[config.mk]
export PLATFORM = sky130hd
export DESIGN_NAME = rst_ack_rsp
export DESIGN_NICKNAME = d
export VERILOG_FILES = /design/src/rtl/rst_ack_rsp.sv
export SDC_FILE = /design/constraint.sdc
export NUM_CORES = 1
export LEC_CHECK = 0
export BUFFER_PORTS_ARGS = -buffer_cell sky130_fd_sc_hd__buf_2
export CORE_UTILIZATION = 56
export DETAILED_ROUTE_END_ITERATION = 8
export PLACE_DENSITY = 0.76
export SLEW_MARGIN = 40
export SYNTH_ARGS = -nofsm -noshare
export SYNTH_HDL_FRONTEND = slang
export SYNTH_SLANG_ARGS = --single-unit
[constraint.sdc]
create_clock -name i_clk -period 2.5 [get_ports i_clk]
set_input_delay 0.125 -clock i_clk [delete_from_list [all_inputs] [get_ports i_clk]]
set_output_delay 0.125 -clock i_clk [all_outputs]
set_load 0.1 [all_outputs]
[src/rtl/rst_ack_rsp.sv]
// rst_ack_rsp
//
// Responder end of the HSSI reset request/acknowledge handshake. A level
// reset request from the upstream sequencer makes this block:
//   1. quiesce the local datapath and wait for outstanding traffic to drain.
//      The wait is bounded by a timeout.
//   2. assert the local reset for a guaranteed minimum number of cycles.
//   3. return an acknowledge and hold it until the request is withdrawn.
//   4. release the local reset, then keep the acknowledge for a settle delay
//      before dropping it.
//
// Ports
//   i_clk        clock, single domain
//   i_rst        synchronous active-high block reset
//   i_rst_req    level reset request from the initiator
//   i_busy       downstream still has outstanding traffic
//   o_quiesce    blocks new traffic into the sub-block
//   o_local_rst  reset to the sub-block
//   o_ack        acknowledge to the initiator
//   o_drain_to   one-cycle pulse: the drain wait ended by timeout
//
// All outputs are registered and decoded from the next state, so each output
// changes on the same edge as the state register.

module rst_ack_rsp #(
    parameter int MIN_RST_CYCLES = 16,
    parameter int DRAIN_TIMEOUT  = 1024,
    parameter int RELEASE_DELAY  = 8
) (
    input  logic i_clk,
    input  logic i_rst,
    input  logic i_rst_req,
    input  logic i_busy,
    output logic o_quiesce,
    output logic o_local_rst,
    output logic o_ack,
    output logic o_drain_to
);

    // One counter is shared by every timed state, so it is sized for the
    // longest interval.
    localparam int MAX_DH  = (DRAIN_TIMEOUT > MIN_RST_CYCLES) ? DRAIN_TIMEOUT : MIN_RST_CYCLES;
    localparam int MAX_CYC = (MAX_DH > RELEASE_DELAY) ? MAX_DH : RELEASE_DELAY;
    localparam int CNT_W   = $clog2(MAX_CYC + 1);

    // The counter starts at 0 on state entry. The last cycle of an N-cycle
    // interval therefore sees count N-1.
    localparam logic [CNT_W-1:0] DRAIN_LAST = CNT_W'(DRAIN_TIMEOUT - 1);
    localparam logic [CNT_W-1:0] HOLD_LAST  = CNT_W'(MIN_RST_CYCLES - 1);
    localparam logic [CNT_W-1:0] REL_LAST   = CNT_W'(RELEASE_DELAY - 1);

    typedef enum logic [2:0] {
        IDLE    = 3'd0,
        DRAIN   = 3'd1,
        HOLD    = 3'd2,
        ACK     = 3'd3,
        RELEASE = 3'd4
    } state_t;

    state_t           state;
    state_t           state_next;
    logic [CNT_W-1:0] cnt;
    logic [CNT_W-1:0] cnt_next;
    logic             cnt_run;
    logic             quiesce_next;
    logic             local_rst_next;
    logic             ack_next;
    logic             drain_to_next;

    // State, counter and output registers
    always_ff @(posedge i_clk) begin
        if (i_rst) begin
            state       <= IDLE;
            cnt         <= '0;
            o_quiesce   <= 1'b0;
            o_local_rst <= 1'b0;
            o_ack       <= 1'b0;
            o_drain_to  <= 1'b0;
        end else begin
            state       <= state_next;
            cnt         <= cnt_next;
            o_quiesce   <= quiesce_next;
            o_local_rst <= local_rst_next;
            o_ack       <= ack_next;
            o_drain_to  <= drain_to_next;
        end
    end

    // Next-state logic, counter update and output decode
    always_comb begin
        state_next    = state;
        cnt_run       = 1'b0;
        drain_to_next = 1'b0;

        case (state)
            IDLE: begin
                if (i_rst_req) begin
                    state_next = DRAIN;
                end
            end

            DRAIN: begin
                cnt_run = 1'b1;
                // An abort beats both exits to HOLD. A drain that completes
                // on the timeout cycle is a normal drain and gives no pulse.
                if (!i_rst_req) begin
                    state_next = IDLE;
                end else if (!i_busy) begin
                    state_next = HOLD;
                end else if (cnt == DRAIN_LAST) begin
                    state_next    = HOLD;
                    drain_to_next = 1'b1;
                end
            end

            HOLD: begin
                cnt_run = 1'b1;
                if (cnt == HOLD_LAST) begin
                    state_next = ACK;
                end
            end

            ACK: begin
                if (!i_rst_req) begin
                    state_next = RELEASE;
                end
            end

            RELEASE: begin
                cnt_run = 1'b1;
                if (cnt == REL_LAST) begin
                    state_next = IDLE;
                end
            end

            default: begin
                state_next = IDLE;
            end
        endcase

        // The counter clears on every state change. Each timed state leaves
        // at its last count, so the counter never wraps.
        if (state_next != state) begin
            cnt_next = '0;
        end else if (cnt_run) begin
            cnt_next = cnt + CNT_W'(1);
        end else begin
            cnt_next = cnt;
        end

        quiesce_next   = (state_next != IDLE);
        local_rst_next = (state_next == HOLD) || (state_next == ACK);
        ack_next       = (state_next == ACK) || (state_next == RELEASE);
    end

endmodule
==> PnR_summary.wiki, run 1 <==
{| class="wikitable"
! Metric !! Value
|-
| Post-route antenna net violation count || 0
|-
| Core footprint || 0.001541 mm2
|-
| Cell type of the slowest stage on the worst timing path || sky130_fd_sc_hd__or4_4
|-
| Port Buf Inserts || 7
|-
| Count of unresolved DRC violations after routing || 0
|-
| Register bit total from synthesis || 18
|-
| Number of endpoints failing setup at the final stage || 0
|-
| Number of placement rows || 14
|-
| Final hold slack || between 0.06 and 0.07 ns
|-
| Kind of end point of the critical path || register
|-
| Final slew viol count || 0
|-
| Area growth syn-to-layout || 6.117%
|-
| Clock slew seen by the registers of the worst setup and hold paths || ~0.090 ns
|-
| Area of the mapped netlist || roughly 940 um2
|-
| Count of synthesis-stage warnings from yosys || 0
|-
| Area fraction of the dominant cell type after synthesis || a little under two fifths
|-
| Nets@finish || 115
|-
| Die Footprint || between 0.0015 and 0.002 mm2
|-
| Ratio of cells with drive above 1 in the final layout || 27.78%
|-
| Max-Slew Margin vs Limit || a little over three fifths
|-
| Detail-routed via count per cell || approximately 5.9
|-
| Data required time of the worst path || 2.68 ns
|-
| Combinational Power Share || 14.0%
|-
| Number of hold violations in the final report || 0
|-
| Category of the worst setup path launch point || register
|-
| Clock latency of the later-clocked register in the worst-skew pair || around 0.28 ns
|-
| Total via count after detailed routing || about 730
|-
| Buffer depth of the longest clock path || 2
|-
| First-pass iteration count of the detailed router || 4
|-
| Maximum fanout encountered on the critical timing path || 11
|-
| Most used standard cell by instance count after synthesis || sky130_fd_sc_hd__dfxtp_1
|-
| Root buffer cell || sky130_fd_sc_hd__clkbuf_4
|-
| Number of CTS-inserted buffers || 3
|-
| Total Negative Setup Slacks || 0 ns
|-
| Maximum capacitance violations || 0
|-
| Power share of the sequential group || roughly 60%
|-
| # clock sinks || 18
|-
| Most used flip-flop cell after synthesis || sky130_fd_sc_hd__dfxtp_1
|-
| Start-to-end type of the worst setup path || register to register
|-
| TritonCTS clock tree || yes
|-
| Final Critical Period || roughly 2.2 ns
|-
| Setup repair after global routing missed its margin || no
|-
| Remaining Overflow, GRT || 0
|-
| Unique masters post-synth || 31
|-
| Number of post-CTS setup repair buffers || 0
|-
| Sequential area share after synthesis || between 30% and 40%
|-
| Power per Cell Area || 502.2 mW/mm2
|-
| Worst slew pin tran || approximately 0.55 ns
|-
| Largest cells by area after synthesis || sky130_fd_sc_hd__dfxtp_1 38%, sky130_fd_sc_hd__nor3_2 11%, sky130_fd_sc_hd__xnor2_1 8.4%
|-
| Number of placed instances with taps included || between 100 and 150
|-
| Final period utilization || 89.87%
|-
| Tot GR Track Use || between 20% and 30%
|-
| P_sw || 0.1334 mW
|-
| Inserted Diodes || 0
|-
| Biggest cell delay along the critical path || 0.56 ns
|-
| Overall die width || about 43 um
|-
| Largest area contributor in the synthesized netlist || sky130_fd_sc_hd__dfxtp_1
|-
| Worst path cell trace || ha_1 > nand3_2 > or4_4 > a221oi_2 > xnor2_1 > buf_4 > nor3_1
|-
| Maximum number of pins on one net before global-route repair || 12
|-
| EDFF count, synth || 0
|-
| Post-Synthesis Cells || 100
|-
| Final standard cell count with taps included and fillers excluded || between 100 and 150
|-
| Cts repair resizes || 0
|-
| Skew final || roughly 0.00038 ns
|-
| Part of the power in the clock network || 26.8%
|-
| Number of antenna violations at the first check in global routing || 0
|-
| Fmax achieved || about 450 MHz
|-
| Critical Path AT || between 2 and 2.5 ns
|-
| H-tree level count || 1
|-
| Nets in the synthesized netlist || ~110
|-
| Type of the worst min-delay path || input port to register
|-
| Initial cell density of the core || 61.04%
|-
| Wire length per cell after detailed routing || between 10 and 15 um
|-
| DP Wirelength || about 1400 um
|-
| Internal cell power || 0.3680 mW
|-
| Number of hold buffers added after cts || 0
|-
| Iteration-0 DRC count of the detailed router || 22
|-
| Number of global-route vias before repair || 721
|-
| Proportion of synthesized flip-flops having asynchronous set or reset || 0%
|-
| Result of the run || finished clean
|-
| Global-route wire length before repair || between 3000 and 4000 um
|-
| Routed wire length || between 1500 and 2000 um
|-
| IR drop worst, VDD || about 0.62 mV
|-
| Leakage power summed over all cells || between 0.3 and 0.4 nW
|-
| Layout fillers || 121
|-
| Post-synthesis average cell area || 9.409 um2
|-
| Sw Share || a little over a quarter
|-
| Commonest cells in the netlist || 18 x sky130_fd_sc_hd__dfxtp_1, 10 x sky130_fd_sc_hd__nor2_1, 10 x sky130_fd_sc_hd__nor3_2
|-
| Die Y-Extent || ~43 um
|-
| Boundary pin count || 8
|-
| Final RePlAce weighted congestion || roughly 0.85
|}
[critical path, delay by kind of cell (launching register included)]
kind,cells,cell delay (ns)
simple gates,3,0.74
compound gates,1,0.39
flops,1,0.38
fa+ha+maj,1,0.24
buf+inv,1,0.24
xor+xnor,1,0.17
[worst paths after layout]
check	startpoint	end	slack [ns]	depth (start not counted)
max	cnt[0]	cnt[6]	0.25	7
min	i_rst	state[0]	0.07	2
max reg2reg	cnt[0]	cnt[6]	0.25	7
min reg2reg	cnt[9]	cnt[9]	0.59	2
[kinds of logic (layout without fill, tap and decap cells)]
kind of cell / count (synthesis) / in the layout / share of synthesized area, %
multiplexers: 1 / 1 / 1.064
flip-flops: 18 / 18 / 38.30
buffers and inverters: 8 / 16 / 5.318
AND/OR/NAND/NOR: 50 / 50 / 35.37
AO/OA/AOI/OAI: 10 / 10 / 7.446
XOR/XNOR: 12 / 12 / 11.17
adder cells (fa/ha/maj): 1 / 1 / 1.330
[power groups by stage]
stage	registers (mW)	logic, mW	clock network [mW]
finish	0.297	0.0702	0.134
global route	0.298	0.0763	0.154
CTS	0.297	0.0704	0.140
detailed placement	0.303	0.0699	0
global placement	0.303	0.0681	0
floorplan	0.313	0.0487	0
[through the flow]
step                      util, %  total power, mW  area [um2]  setup slack (ns)
after global routing        64.77           0.5287       998.5           0.09107
final                       64.77           0.5014       998.5            0.2532
after global placement      63.31           0.3710       975.9            0.4017
after CTS                   64.77           0.5069       998.5            0.2735
after floorplan                 -           0.3620       940.9            0.4755
after detailed placement    63.31           0.3734       975.9            0.3012
[state kept, by name (all words and copies together) (netlist names)]
signal / count
cnt: 11
o_ack: 1
o_drain_to: 1
o_local_rst: 1
o_quiesce: 1
state: 3
[per-layer routing]
layer,GRT usage [%],wire [um],up-vias
li1,-,-,363
met1,26.58,780,340
met2,36.97,856,24
met3,10.21,107,4
met4,9.091,29,0
met5,0,0,-
[placed cells by master (no fill, tap or decap), drive strengths merged, types with 2 or more instances in the layout]
master and count:
dfxtp 18, nor3 14, nor2 10, xnor2 9, buf 9, nand2 7, inv 4, o21ai 4
nand3 4, nor4 3, nor3b 3, xor2 3, clkbuf 3, a221oi 3, nor2b 2, or2 2
a21oi 2, or4 2
[layout make-up]
class                           instances  area [um2]  share of cell area (%)
Clock buffer                            3       22.52                   2.256
Inverter                                4       15.01                   1.504
Multi-Input combinational cell         74       530.5                   53.13
Sequential cell                        18       360.3                   36.09
Tap cell                               16       20.02                   2.005
Timing Repair Buffer                    9       50.05                   5.013
No activity file was read; power rests on OpenSTA's default activity.
==> run 2, diff against run 1 <==
--- a/config.mk
+++ b/config.mk
@@ -5,10 +5,12 @@
 export SDC_FILE = /design/constraint.sdc
 export NUM_CORES = 1
 export LEC_CHECK = 0
+export ABC_AREA = 1
 export BUFFER_PORTS_ARGS = -buffer_cell sky130_fd_sc_hd__buf_2
-export CORE_UTILIZATION = 56
+export CAP_MARGIN = 10
+export CORE_UTILIZATION = 57
 export DETAILED_ROUTE_END_ITERATION = 8
-export PLACE_DENSITY = 0.76
+export PLACE_DENSITY = 0.77
 export SLEW_MARGIN = 40
 export SYNTH_ARGS = -nofsm -noshare
 export SYNTH_HDL_FRONTEND = slang
==> run 2 against run 1 <==
Non-clock buffer count decreased by 2; critical endpoint unchanged; critical path type unchanged; power is 9.8% higher; highest routed layer unchanged; register-to-register slack gained 0.52 ns.
==> PnR_summary.wiki, run 2 <==
{| class="wikitable"
! Metric !! Value
|-
| Root buffer cell || sky130_fd_sc_hd__clkbuf_4
|-
| Critical path buffers and inverters || 0 (-1)
|-
| Post-placement worst setup slack || 0.7959 ns (+0.4947 ns)
|-
| Register bit total from synthesis || 18 (unchanged)
|-
| Global-route wire length before repair || 3539 um (+11%)
|-
| Largest area contributor in the synthesized netlist || sky130_fd_sc_hd__dfxtp_1
|-
| Total Negative Setup Slacks || 0 ns (unchanged)
|-
| Clock latency of the later-clocked register in the worst-skew pair || 0.30 ns (+0.02 ns)
|-
| Start-to-end type of the worst setup path || register to register
|-
| Setup repair after global routing missed its margin || no
|-
| Nets in the synthesized netlist || 162 (+54%)
|-
| Area growth syn-to-layout || 7.556%
|-
| Final setup margin || 0.7754 ns (+0.5223 ns)
|-
| Critical Path AT || 1.92 ns (-0.51 ns)
|-
| Port Buf Inserts || 7 (unchanged)
|-
| Unique masters post-synth || 20 (-35%)
|-
| Inserted Diodes || 0 (unchanged)
|-
| First-pass iteration count of the detailed router || 4 (unchanged)
|-
| Cts repair resizes || 0 (unchanged)
|-
| Maximum fanout encountered on the critical timing path || 11 (unchanged)
|-
| Sw Share || 27.69% (+1.1 points)
|-
| Wire length per cell after detailed routing || 10.64 um (-26%)
|-
| Kind of end point of the critical path || register
|-
| Part of the power in the clock network || 32.8% (+6.0 points)
|-
| P_sw || 0.1524 mW (+14%)
|-
| Top cell by count, worst path || sky130_fd_sc_hd__nand2_1
|-
| Top Registers || cnt: 11 flops, state: 3 flops
|-
| Number of post-CTS setup repair buffers || 0 (unchanged)
|-
| Number of antenna violations at the first check in global routing || 0 (unchanged)
|-
| Post-synthesis average cell area || 6.750 um2 (-28%)
|-
| Buffer depth of the longest clock path || 2 (unchanged)
|-
| Remaining Overflow, GRT || 0 (unchanged)
|-
| Overall die width || 45.12 um (+5.0%)
|-
| Final period utilization || 68.98% (-21 points)
|-
| Worst slew pin tran || 0.4848 ns (-0.06217 ns)
|-
| Clock slew seen by the registers of the worst setup and hold paths || 0.10 ns (about the same)
|-
| Multi-input combinational cell area || 598.1 um2 (+13%)
|-
| Cell depth of the worst setup path || 10 (+3)
|-
| Total via count after detailed routing || 983 (+34%)
|-
| Number of endpoints failing setup at the final stage || 0 (unchanged)
|-
| Tot GR Track Use || 23.71% (+0.73 points)
|-
| Max-Slew Margin vs Limit || 67.90% (+4.7 points)
|-
| Power share of the sequential group || 54.1% (-5.1 points)
|-
| Nets@finish || 172 (+50%)
|-
| Post-route antenna net violation count || 0 (unchanged)
|-
| Biggest cell delay along the critical path || 0.38 ns (-0.18 ns)
|-
| Count of cells along the worst register-to-register path || 10 (+3)
|-
| Power per Cell Area || 482.8 mW/mm2 (-3.8%)
|-
| Die Y-Extent || 45.12 um (+5.0%)
|-
| Initial cell density of the core || 61.38% (+0.34 points)
|-
| Result of the run || finished clean
|-
| Combinational Power Share || 13.1% (-0.9 points)
|-
| Largest cells by area after synthesis || sky130_fd_sc_hd__dfxtp_1 34%, sky130_fd_sc_hd__nand2_1 13%, sky130_fd_sc_hd__nor2_1 8.9%
|-
| Startpoint of the most critical register-to-register path || cnt[0]
|-
| Worst Hold End || o_local_rst
|-
| Number of CTS-inserted buffers || 3 (unchanged)
|-
| Leakage power summed over all cells || 0.4412 nW (+28%)
|-
| Area fraction of the dominant cell type after synthesis || 34.00% (-4.3 points)
|-
| Post-Synthesis Cells || 157 (+57%)
|-
| Category of the worst setup path launch point || register
|-
| Start point of the worst min-delay path || i_rst
|-
| Total area of sequential cells || 360.3 um2 (unchanged)
|-
| Flip-flop count of the largest register, all copies and words added || 11 (unchanged)
|-
| Layout fillers || 179 (+48%)
|-
| Number of hold buffers added after cts || 0 (unchanged)
|-
| DP Wirelength || 1557 um (+15%)
|-
| Cell type of the slowest stage on the worst timing path || sky130_fd_sc_hd__dfxtp_1
|-
| Area of the mapped netlist || 0.001060 mm2 (+13%)
|-
| Routed wire length || 2032 um (+15%)
|-
| Type of the worst min-delay path || input port to register
|-
| Sequential area share after synthesis || 34.00% (-4.3 points)
|-
| TritonCTS clock tree || yes
|-
| Proportion of synthesized flip-flops having asynchronous set or reset || 0% (unchanged)
|-
| Number of global-route vias before repair || 849 (+18%)
|-
| Skew final || 0.003427 ns (+0.003052 ns)
|-
| Ratio of cells with drive above 1 in the final layout || 20.48% (-7.3 points)
|-
| Core footprint || 0.001727 mm2 (+12%)
|-
| Data required time of the worst path || 2.69 ns (about the same)
|-
| R2R Setup Slk || 0.78 ns (+0.52 ns)
|-
| IR drop worst, VDD || 0.4118 mV (-33%)
|-
| Die Footprint || 0.002036 mm2 (+10%)
|-
| Largest Register || cnt
|-
| Iteration-0 DRC count of the detailed router || 42 (+91%)
|-
| Final RePlAce weighted congestion || 0.8470 (-0.21%)
|-
| Highest-count cells in the layout ignoring fill and taps || 36 x sky130_fd_sc_hd__nand2_1, 25 x sky130_fd_sc_hd__nor2_1, 18 x sky130_fd_sc_hd__dfxtp_1
|-
| Number of placement rows || 15 (+1)
|-
| Detail-routed via count per cell || 5.147 (-13%)
|-
| Worst path cell trace || ha_1 > nand2_1 > nor2_2 > nand3_2 > nand2_2 > nand3_2 > nand2_1 > nand2_1 > nand2_2 > nor2_1
|-
| EDFF count, synth || 0 (unchanged)
|-
| Commonest cells in the netlist || 36 x sky130_fd_sc_hd__nand2_1, 25 x sky130_fd_sc_hd__nor2_1, 18 x sky130_fd_sc_hd__dfxtp_1
|-
| Number of hold violations in the final report || 0 (unchanged)
|-
| Cells on Worst Hold Path || 2 (unchanged)
|-
| Most used flip-flop cell after synthesis || sky130_fd_sc_hd__dfxtp_1
|-
| Final hold slack || 0.005877 ns (-0.06010 ns)
|-
| # clock sinks || 18 (unchanged)
|-
| Internal cell power || 0.3980 mW (+8.1%)
|-
| Count of unresolved DRC violations after routing || 0 (unchanged)
|-
| Maximum number of pins on one net before global-route repair || 17 (+5)
|-
| Most common cell after layout, fill and taps aside || sky130_fd_sc_hd__nand2_1
|-
| Maximum capacitance violations || 0 (unchanged)
|-
| Count of synthesis-stage warnings from yosys || 0 (unchanged)
|-
| Reg-to-Reg End || cnt[6]
|-
| CP delay by family, top || simple AND/OR/NAND/NOR gates
|-
| Most used standard cell by instance count after synthesis || sky130_fd_sc_hd__nand2_1
|-
| H-tree level count || 1 (unchanged)
|-
| Boundary pin count || 8 (unchanged)
|-
| Final Critical Period || 1.725 ns (-0.5223 ns)
|-
| Fmax achieved || 579.9 MHz (+30%)
|-
| Final slew viol count || 0 (unchanged)
|}
==> run 2: cell types whose count changed after synthesis, moves of 3 or more <==
cell                      before  now
sky130_fd_sc_hd__nor2_2        0   11
sky130_fd_sc_hd__nand2_1       7   36
sky130_fd_sc_hd__nand4_1       0    3
sky130_fd_sc_hd__a21oi_1       2    6
sky130_fd_sc_hd__nor3_2       10    0
sky130_fd_sc_hd__nor4_1        3    0
sky130_fd_sc_hd__inv_2         0    5
sky130_fd_sc_hd__nor3b_1       3    0
sky130_fd_sc_hd__xnor2_1       9    1
sky130_fd_sc_hd__xor2_1        3    9
sky130_fd_sc_hd__nand3_2       1    4
sky130_fd_sc_hd__nor2_1       10   25
sky130_fd_sc_hd__inv_1         4   16
sky130_fd_sc_hd__nand3_1       2   10
==> run 2: metrics by stage <==
stage / instance area, um2 / std cells / total power, mW / util (%)
detailed placement: 1104 / 187 / 0.3760 / 63.91
global placement: 1104 / 187 / 0.3753 / 63.91
floorplan: 1060 / 157 / 0.3680 / -
global route: 1140 / 191 / 0.5735 / 66.01
finish: 1140 / 191 / 0.5504 / 66.01
CTS: 1140 / 191 / 0.5540 / 66.01
==> run 2: worst max-delay path by stage <==
stage | startpoint | endpoint | slack (ns)
final | cnt[0] | cnt[6] | 0.78
after global routing | cnt[0] | cnt[6] | 0.62
after floorplan | cnt[0] | cnt[8] | 1.03
after CTS | cnt[0] | cnt[6] | 0.78
after global placement | cnt[0] | cnt[6] | 0.88
after detailed placement | cnt[0] | cnt[6] | 0.80
==> run 2: logic make-up (layout without fill, tap and decap cells) <==
group | Yosys count | count (layout) | synth area share (%)
adders and majority gates | 1 | 1 | 1.180
DFF | 18 | 18 | 34.00
and+or+nand+nor | 95 | 95 | 41.68
buffers and inverters | 23 | 32 | 9.563
xor gates and xnor gates | 10 | 10 | 8.265
AOI/OAI and AO/OA | 10 | 10 | 5.313
==> run 2: area by class of cell <==
class                   count  share of cell area, %
repair buffers              7                  3.074
inverters                  21                  6.915
well taps                  25                  2.744
flip-flops and latches     18                  31.61
clock buffers               4                  3.183
multi-input cells         116                  52.47
==> run 2: power groups by stage <==
stage,Combinational (mW),Sequential [mW],Clock [mW]
floorplan,0.0457,0.322,0
global placement,0.0714,0.304,0
detailed placement,0.0718,0.304,0
CTS,0.0722,0.298,0.184
global route,0.0793,0.299,0.196
finish,0.0721,0.298,0.181
==> run 2: layer usage <==
metal  routed length [um]  global-route usage [%]
met3                  104                   3.200
met1                  981                   32.43
met2                  893                   35.94
met4                   53                   12.73
met5                    0                       0
==> run 2: worst reg2reg max path, stage by stage (launching register included) <==
cell                      delay [ns]
sky130_fd_sc_hd__dfxtp_1        0.38
sky130_fd_sc_hd__ha_1           0.27
sky130_fd_sc_hd__nand2_1        0.11
sky130_fd_sc_hd__nor2_2         0.13
sky130_fd_sc_hd__nand3_2        0.10
sky130_fd_sc_hd__nand2_2        0.08
sky130_fd_sc_hd__nand3_2        0.08
sky130_fd_sc_hd__nand2_1        0.07
sky130_fd_sc_hd__nand2_1        0.06
sky130_fd_sc_hd__nand2_2        0.27
sky130_fd_sc_hd__nor2_1         0.07
